## src/rtl/pipe_ctrl_pkg.sv

```systemverilog
// Shared definitions for the pipeline stall/flush controller and its helpers.
package pipe_ctrl_pkg;

  typedef enum logic [1:0] {
    RUN,
    MEM_WAIT,
    ERR
  } state_t;

  localparam int unsigned REG_ZERO        = 0;
  localparam int unsigned DEFAULT_TIMEOUT = 64;

endpackage

```

## src/rtl/load_use_detect.sv

```systemverilog
// Combinational load-use compare: a load in EX whose destination feeds the ID instruction.
module load_use_detect
  import pipe_ctrl_pkg::*;
#(
  parameter int unsigned REG_W = 5
) (
  input  logic             ex_memread,
  input  logic [REG_W-1:0] ex_rt,
  input  logic [REG_W-1:0] id_rs,
  input  logic [REG_W-1:0] id_rt,
  input  logic             id_uses_rt,
  output logic             hazard
);

  // Register zero is hardwired, so a load targeting it never creates a dependency.
  assign hazard = ex_memread && (ex_rt != REG_W'(REG_ZERO)) &&
                  ((ex_rt == id_rs) || (id_uses_rt && (ex_rt == id_rt)));

endmodule

```

## src/rtl/pipe_hazard_ctrl.sv

```systemverilog
// Central stall/flush controller: drives en/clr of the PC and the four inter-stage registers,
// guards data-memory waits with a timeout, and keeps saturating stall/flush statistics.
module pipe_hazard_ctrl
  import pipe_ctrl_pkg::*;
#(
  parameter int unsigned REG_W   = 5,
  parameter int unsigned TIMEOUT = DEFAULT_TIMEOUT,
  parameter int unsigned CNT_W   = 16
) (
  input  logic             clk,
  input  logic             rst,
  input  logic [REG_W-1:0] id_rs,
  input  logic [REG_W-1:0] id_rt,
  input  logic             id_uses_rt,
  input  logic             ex_memread,
  input  logic [REG_W-1:0] ex_rt,
  input  logic             branch_taken,
  input  logic             imem_ready,
  input  logic             dmem_req,
  input  logic             dmem_ack,
  output logic             pc_en,
  output logic             ifid_en,
  output logic             ifid_clr,
  output logic             idex_en,
  output logic             idex_clr,
  output logic             exmem_en,
  output logic             exmem_clr,
  output logic             memwb_en,
  output logic             memwb_clr,
  output logic             err,
  output logic [CNT_W-1:0] stall_cnt,
  output logic [CNT_W-1:0] flush_cnt
);

  localparam int unsigned WAIT_W = $clog2(TIMEOUT + 1);

  state_t            state;
  logic [WAIT_W-1:0] wait_cnt;
  logic              load_use;
  logic              dmem_stall;
  logic              flush;

  load_use_detect #(
    .REG_W(REG_W)
  ) u_load_use (
    .ex_memread(ex_memread),
    .ex_rt     (ex_rt),
    .id_rs     (id_rs),
    .id_rt     (id_rt),
    .id_uses_rt(id_uses_rt),
    .hazard    (load_use)
  );

  assign dmem_stall = dmem_req & ~dmem_ack;

  always_comb begin
    pc_en     = 1'b1;
    ifid_en   = 1'b1;
    ifid_clr  = 1'b0;
    idex_en   = 1'b1;
    idex_clr  = 1'b0;
    exmem_en  = 1'b1;
    exmem_clr = 1'b0;
    memwb_en  = 1'b1;
    memwb_clr = 1'b0;
    flush     = 1'b0;
    if (!rst) begin
      case (state)
        RUN: begin
          if (dmem_stall) begin
            pc_en     = 1'b0;
            ifid_en   = 1'b0;
            idex_en   = 1'b0;
            exmem_en  = 1'b0;
            memwb_clr = 1'b1;
          end else if (branch_taken) begin
            ifid_clr = 1'b1;
            idex_clr = 1'b1;
            flush    = 1'b1;
          end else if (load_use) begin
            pc_en    = 1'b0;
            ifid_en  = 1'b0;
            idex_clr = 1'b1;
          end else if (!imem_ready) begin
            pc_en    = 1'b0;
            ifid_clr = 1'b1;
          end
        end
        // The ack cycle releases immediately, so only non-ack cycles freeze.
        MEM_WAIT: begin
          if (!dmem_ack) begin
            pc_en     = 1'b0;
            ifid_en   = 1'b0;
            idex_en   = 1'b0;
            exmem_en  = 1'b0;
            memwb_clr = 1'b1;
          end
        end
        ERR: begin
          pc_en    = 1'b0;
          ifid_en  = 1'b0;
          idex_en  = 1'b0;
          exmem_en = 1'b0;
          memwb_en = 1'b0;
        end
        default: ;
      endcase
    end
  end

  always_ff @(posedge clk) begin
    if (rst) begin
      state     <= RUN;
      wait_cnt  <= '0;
      err       <= 1'b0;
      stall_cnt <= '0;
      flush_cnt <= '0;
    end else begin
      if (!pc_en && (stall_cnt != '1)) stall_cnt <= stall_cnt + 1'b1;
      if (flush && (flush_cnt != '1))  flush_cnt <= flush_cnt + 1'b1;
      case (state)
        RUN: begin
          if (dmem_stall) begin
            state    <= MEM_WAIT;
            wait_cnt <= WAIT_W'(1);
          end
        end
        // wait_cnt equals the number of cycles since the request cycle.
        MEM_WAIT: begin
          if (dmem_ack) begin
            state    <= RUN;
            wait_cnt <= '0;
          end else if (wait_cnt >= WAIT_W'(TIMEOUT - 1)) begin
            state <= ERR;
            err   <= 1'b1;
          end else begin
            wait_cnt <= wait_cnt + 1'b1;
          end
        end
        ERR: ;
        default: state <= RUN;
      endcase
    end
  end

endmodule
```

## config.mk

```make
export PLATFORM = sky130hd
export DESIGN_NAME = pipe_hazard_ctrl
export DESIGN_NICKNAME = d
export VERILOG_FILES = /design/src/rtl/pipe_ctrl_pkg.sv /design/src/rtl/load_use_detect.sv /design/src/rtl/pipe_hazard_ctrl.sv
export SDC_FILE = /design/constraint.sdc
export NUM_CORES = 1
export LEC_CHECK = 0
export ABC_AREA = 1
export BUFFER_PORTS_ARGS = -buffer_cell sky130_fd_sc_hd__buf_2
export CAP_MARGIN = 0
export CORE_ASPECT_RATIO = 1.75
export CORE_MARGIN = 2
export CORE_UTILIZATION = 25
export CTS_CLUSTER_SIZE = 8
export DETAILED_ROUTE_END_ITERATION = 7
export MAX_ROUTING_LAYER = met4
export PLACE_DENSITY = 0.49
export SYNTH_ARGS = -nofsm -noshare
export SYNTH_HDL_FRONTEND = slang
export SYNTH_SLANG_ARGS = --single-unit
```

## constraint.sdc

```tcl
create_clock -name clk -period 2.03 [get_ports clk]
set_input_delay 0.203 -clock clk [delete_from_list [all_inputs] [get_ports clk]]
set_output_delay 0.203 -clock clk [all_outputs]
set_load 0.01 [all_outputs]
```

==> impl_metrics.yaml, run 1 <==
worst_setup_path:
  critical_path.startpoint_type: "flop"
  worst_path_max_fanout: 15
  worstPathCellList: "ha_2, nand2_2, nor3_4, nor3b_4, nand4_4, nand2_4, nand2_1, a21oi_1"
  worst_ep_arrival_ns: 2.08
  critical_path.endpoint_type: "flop"
  critical_path_start_end_classification: "flop to flop"
  critical-path-slowest-cell: "sky130_fd_sc_hd__dfxtp_1"
  cp_data_required_time_ns: 2.23
  timing.critical_path.slowest_cell_delay_ns: 0.38
placement:
  post_dp_cell_area_sq_um: 3030
  gpl.final_weighted_congestion: 0.822
  io_buffers: 63
  dp.final_hpwl_um: 5480
cts:
  cts-htree-levels: 2
  path_clk_slew_ns: 0.06
  numCtsBuffers: 5
  clkLatencyLatePin_ns: 0.28
  clock_tree.buffer_depth: 2
  tritoncts: "built"
  clockRootBuffer: "sky130_fd_sc_hd__clkbuf_16"
  count_of_clock_tree_sinks: 42
sta:
  timing.final.hold_violations: 0
  fin_crit_ns: 1.88
  setup-violations-final: 0
  final.setup.tns_ns: 0
  timing.clock.skew_ns: 0.00634
  max_freq_mhz: 531
  period_share: 0.928
  slew_violations: 0
  grt_setup_unrepaired: "true"
  final.hold.worst_slack_ns: 0.293
grt:
  gr-usage-met2: 0.237
  number_of_antenna_violations_at_the_first_check_in_global_routing: 0
  first_global_vias: 2461
  grt_busiest_layer: "met2"
  wire_length_of_the_first_global_routing_pass_um: 11400
  grt_max_degree: 23
  grtUsageTotal: 0.134
  global_route.overflow_total: 0
  grt_util_met1: 0.145
  grt.met3_usage: 0.0290
route:
  routed_wire_length_per_instance_um: 11.7
  avgViaCountPerCell: 4.46
  drc: 0
  num_vias: 2617
  drt_iter0_markers: 109
  drtPass1Iterations: 4
  ant_nets: 0
  wirelength_um: 6870
die:
  overall_die_area_sq_um: 10900
  effective_utilization_at_floorplan: 0.255
  pin_count: 65
  floorplan.rows: 48
  die_height_um: 137
  chipWidth_um: 79.8
  design.core.area_sq_um: 9850
logic_synthesis:
  synth_seq_area_share: 0.335
  yosys_warnings: 0
  netlist_instances: 387
  ys_ff_latch: 42
  mappedNetlistNets: 413
  synth_top_cells_by_area: "sky130_fd_sc_hd__dfxtp_1 33%, sky130_fd_sc_hd__nand2_1 15%, sky130_fd_sc_hd__inv_1 7.2%"
  synthesis.area_sq_um: 2510
  synthDominantAreaCellType: "sky130_fd_sc_hd__dfxtp_1"
  yosysUniqueCellTypes: 33
  mean_instance_size_in_the_synthesized_netlist_sq_um: 6.49
  netlist.area_leader.share: 0.335
finish:
  share_of_cells_above_drive_strength_1: 0.232
  diodes: 0
  fillCellCount: 1116
  area_growth_pct: 27.4
  net_count_reported_at_finish: 487
  fin_area_sq_um: 3200
min_path:
  hold_path.class: "primary input to flop"
status:
  status: "complete, no violations"
power_and_ir_drop:
  power.density_cell_area_nw_per_um2: 584
  total_power_w: 0.00187
  power_leakage_nw: 1.46
  vdd_ir_drop_max_mv: 0.263
run:
  maxCapViolations: 0
[stage by stage]
stage,std cells,util,worst slack (ns)
2_1_floorplan,387,-,0.208
3_3_place_gp,579,0.307,0.157
3_5_place_dp,579,0.307,0.130
4_1_cts,587,0.322,0.113
5_1_grt,587,0.325,-0.0449
6_report,587,0.325,0.147
[final cells by class]
class                   instances  area [sq um]  share of cell area
clock buffers                   7           143              0.0445
clock inverters                 1          5.00             0.00156
inverters                      58           218              0.0680
multi-input cells             279          1430               0.448
flip-flops and latches         42           841               0.263
well taps                     125           156              0.0488
repair buffers                 75           405               0.127
[critical path, delay by kind of cell (launching register included)]
| kind | cells | cell delay (ns) |
|---|---|---|
| adder cells (fa/ha/maj) | 1 | 0.24 |
| AO/OA/AOI/OAI | 1 | 0.14 |
| AND/OR/NAND/NOR | 6 | 1.04 |
| flip-flops | 1 | 0.38 |
[sequential cells by signal (all words and copies together), names as in the netlist]
signal     cells
wait_cnt       7
state          2
err            1
flush_cnt     16
stall_cnt     16
[cell usage after synthesis]
cell type                   n
sky130_fd_sc_hd__nand2_1   99
sky130_fd_sc_hd__inv_1     48
sky130_fd_sc_hd__dfxtp_1   42
sky130_fd_sc_hd__nor2_1    37
sky130_fd_sc_hd__nand3_1   33
sky130_fd_sc_hd__a21oi_1   32
sky130_fd_sc_hd__xor2_1    13
sky130_fd_sc_hd__o21ai_1   12
sky130_fd_sc_hd__nor3_1    10
sky130_fd_sc_hd__inv_2      9
sky130_fd_sc_hd__xnor2_1    6
sky130_fd_sc_hd__o21ai_0    5
sky130_fd_sc_hd__nand4_1    4
sky130_fd_sc_hd__nor4_1     4
sky130_fd_sc_hd__clkbuf_1   3
sky130_fd_sc_hd__ha_1       3
sky130_fd_sc_hd__nand3_2    3
sky130_fd_sc_hd__nand3b_1   3
sky130_fd_sc_hd__nor2_2     3
sky130_fd_sc_hd__a21oi_2    2
sky130_fd_sc_hd__buf_2      2
sky130_fd_sc_hd__buf_4      2
sky130_fd_sc_hd__nand2_2    2
sky130_fd_sc_hd__a31oi_1    1
sky130_fd_sc_hd__buf_6      1
sky130_fd_sc_hd__clkinv_1   1
sky130_fd_sc_hd__conb_1     1
sky130_fd_sc_hd__nand2_4    1
sky130_fd_sc_hd__nand4_4    1
sky130_fd_sc_hd__nor3_2     1
sky130_fd_sc_hd__nor3b_1    1
sky130_fd_sc_hd__nor3b_2    1
sky130_fd_sc_hd__o31ai_1    1
[path summary, 6_finish.rpt]
path / from / to / slack, ns / depth (start not counted)
hold reg to reg: wait_cnt[5] / wait_cnt[5] / 0.46 / 2
setup / recovery: stall_cnt[1] / stall_cnt[10] / 0.15 / 8
hold / removal: dmem_ack / state[0] / 0.29 / 4
setup reg to reg: stall_cnt[1] / stall_cnt[10] / 0.15 / 8
[kinds of logic (layout without fill, tap and decap cells)]
family,after synthesis,after routing,synth area share
compound gates,53,53,0.110
xor+xnor,19,19,0.0662
fa+ha+maj,3,3,0.0149
buf+inv,66,141,0.106
flops,42,42,0.335
other cells,1,1,0.00149
simple gates,203,203,0.367
[where the power goes]
| part | internal, W | switching [W] |
|---|---|---|
| logic | 0.0000853 | 0.000140 |
| clock network | 0.000488 | 0.000310 |
| registers | 0.000836 | 0.0000113 |
| total | 0.00141 | 0.000461 |
[what timing repair did]
| item | 4_1_cts | 5_1_grt |
|---|---|---|
| buffers inserted | 0 | 0 |
| setup endpoints to repair | 0 | 18 |
| hold buffers | 0 | 0 |
| gates resized for setup | 0 | 5 |
[placed cells by master, fill, tap and decap left out, types with 3 or more instances in the layout]
cell,Yosys,layout
sky130_fd_sc_hd__nand2_1,99,99
sky130_fd_sc_hd__buf_2,2,63
sky130_fd_sc_hd__inv_1,48,48
sky130_fd_sc_hd__dfxtp_1,42,42
sky130_fd_sc_hd__nor2_1,37,37
sky130_fd_sc_hd__nand3_1,33,33
sky130_fd_sc_hd__a21oi_1,32,32
sky130_fd_sc_hd__xor2_1,13,13
sky130_fd_sc_hd__o21ai_1,12,12
sky130_fd_sc_hd__buf_4,2,12
sky130_fd_sc_hd__inv_2,9,9
sky130_fd_sc_hd__nor3_1,10,9
sky130_fd_sc_hd__xnor2_1,6,6
sky130_fd_sc_hd__o21ai_0,5,5
sky130_fd_sc_hd__clkbuf_16,0,5
sky130_fd_sc_hd__nand4_1,4,4
sky130_fd_sc_hd__nor4_1,4,4
sky130_fd_sc_hd__nor2_2,3,3
sky130_fd_sc_hd__nand3b_1,3,3
[routing by layer]
layer  vias to the layer above  part of all wire
li1                       1381                 -
met1                      1167              0.41
met2                        59              0.52
met3                        10             0.052
met4                         0             0.016
met5                         -                 0
Power figures use the tool's default switching activity.
==> run 2, diff against run 1 <==
- BUFFER_PORTS_ARGS: -buffer_cell sky130_fd_sc_hd__buf_2 -> -buffer_cell sky130_fd_sc_hd__buf_4
==> run 2 against run 1 <==
- design area rose by 6.2%
- first-iteration DRC count fell by 1.8%
- routed wire length rose by 4.2%
- sequential cell count did not move
- clock skew rose by 0.0022 ns
- critical endpoint is now stall_cnt[15]
- largest cell class unchanged
==> impl_metrics.yaml, run 2 (synthesized netlist as in run 1, its figures left out) <==
cts:
  numCtsBuffers: 5
  tritoncts: "built"
  path_clk_slew_ns: 0.06
  clockRootBuffer: "sky130_fd_sc_hd__clkbuf_16"
  cts-htree-levels: 2
  clock_tree.buffer_depth: 2
  clkLatencyLatePin_ns: 0.29
  ctsHoldBuffers: 0
  count_of_clock_tree_sinks: 42
sta:
  setup-violations-final: 0
  timing.final.hold_violations: 0
  period_share: 0.938
  max_freq_mhz: 525
  final.setup.tns_ns: 0
  timing.clock.skew_ns: 0.00850
  fin_crit_ns: 1.91
  grt_setup_unrepaired: "false"
  slew_violations: 0
  postLayoutSetupSlackWorst_ns: 0.125
worst_setup_path:
  worstPathCellList: "ha_2, nand2_2, nor3_2, nor3b_4, nand4_4, buf_4, nand3_1, a21oi_2"
  worst_ep_arrival_ns: 2.08
  critical_path.n_buffers_inverters: 1
  critical_path.top_delay_family: "simple AND/OR/NAND/NOR gates"
  cp_data_required_time_ns: 2.20
  critical_path.startpoint_type: "flop"
  critical_path.endpoint_type: "flop"
  critical_path.reg2reg.startpoint: "stall_cnt[1]"
  worst_path_max_fanout: 7
  crit_startpoint: "stall_cnt[1]"
  critical-path-slowest-cell: "sky130_fd_sc_hd__dfxtp_1"
  timing.critical_path.slowest_cell_delay_ns: 0.39
  critical_path_start_end_classification: "flop to flop"
finish:
  most-common-layout-cells: "98 x sky130_fd_sc_hd__nand2_1, 76 x sky130_fd_sc_hd__buf_4, 48 x sky130_fd_sc_hd__inv_1"
  layout_top_registers: "flush_cnt x16, stall_cnt x16, wait_cnt x7"
  fillCellCount: 1093
  area_growth_pct: 35.4
  diodes: 0
  mostFrequentLayoutCell: "sky130_fd_sc_hd__nand2_1"
  net_count_reported_at_finish: 488
  multiInputGateArea_sq_um: 1470
  share_of_cells_above_drive_strength_1: 0.242
  fin_area_sq_um: 3400
  ff_latch_area_sq_um: 841
min_path:
  holdCritStartpoint: "rst"
  hold_path.class: "primary input to flop"
grt:
  first_global_vias: 2448
  global_route.overflow_total: 0
  grt_busiest_layer: "met2"
  grt.met3_usage: 0.0251
  grt_max_degree: 23
  number_of_antenna_violations_at_the_first_check_in_global_routing: 0
  wire_length_of_the_first_global_routing_pass_um: 11500
  gr-usage-met2: 0.253
  grt_util_met1: 0.149
  grtUsageTotal: 0.138
placement:
  dp.final_hpwl_um: 5610
  io_buffers: 63
  post_dp_cell_area_sq_um: 3180
  gpl.final_weighted_congestion: 0.819
  placement.setup.worst_slack_ns: 0.0588
power_and_ir_drop:
  vdd_ir_drop_max_mv: 0.360
  power_leakage_nw: 1.49
  power.density_cell_area_nw_per_um2: 566
die:
  floorplan.rows: 48
  effective_utilization_at_floorplan: 0.255
  die_height_um: 137
  overall_die_area_sq_um: 10900
  design.core.area_sq_um: 9850
  pin_count: 65
  chipWidth_um: 79.8
run:
  maxCapViolations: 0
route:
  avgViaCountPerCell: 4.49
  ant_nets: 0
  drt_iter0_markers: 107
  num_vias: 2639
  drc: 0
  routed_wire_length_per_instance_um: 12.2
  wirelength_um: 7150
  drtPass1Iterations: 4
status:
  status: "complete, no violations"
[run 2: cell count changes in the layout (fill, tap and decap cells not counted), sizes merged]
cell / change
buf: +1
[run 2: metrics by stage]
stage | hold WS (ns) | util | power, W | instances
floorplan | 0.279 | - | 0.00101 | 387
global placement | 0.440 | 0.323 | 0.00111 | 578
detailed placement | 0.444 | 0.323 | 0.00111 | 578
CTS | 0.232 | 0.338 | 0.00193 | 586
global route | 0.262 | 0.345 | 0.00202 | 588
finish | 0.239 | 0.345 | 0.00192 | 588
[run 2: final timing paths]
path | end | slack, ns | cells after the start
setup / recovery | stall_cnt[15] | 0.12 | 8
hold / removal | stall_cnt[1] | 0.24 | 4
setup reg to reg | stall_cnt[15] | 0.12 | 8
hold reg to reg | wait_cnt[5] | 0.46 | 2
[run 2: per-layer routing]
layer | vias to the layer above | part of all wire
met1 | 1185 | 0.40
li1 | 1382 | -
met2 | 64 | 0.53
met3 | 8 | 0.047
met5 | - | 0
met4 | 0 | 0.015
[run 2: area by class of cell]
type,instances,area share
clock buffers,7,0.0419
clock inverters,1,0.00147
inverters,58,0.0640
multi-input cells,279,0.432
flip-flops and latches,42,0.247
well taps,125,0.0460
repair buffers,76,0.168
[run 2: power breakdown]
part	leakage, nW	switching [W]	total, W	internal [W]
logic	1.07	0.000148	0.000257	0.000109
clock network	0.0739	0.000331	0.000819	0.000488
registers	0.339	0.0000114	0.000848	0.000836
total	1.49	0.000491	0.00192	0.00143
[run 2: timing repair]
action                                 4_1_cts  5_1_grt
setup endpoints to repair                    0       24
endpoints found under the hold margin        0        0
resized for setup                            0       12
setup buffers                                0        2
[run 2: worst min-delay path, stage by stage]
cell	delay, ns
sky130_fd_sc_hd__buf_4	0.10
sky130_fd_sc_hd__inv_2	0.07
sky130_fd_sc_hd__nand2_1	0.07
sky130_fd_sc_hd__nor2_1	0.04
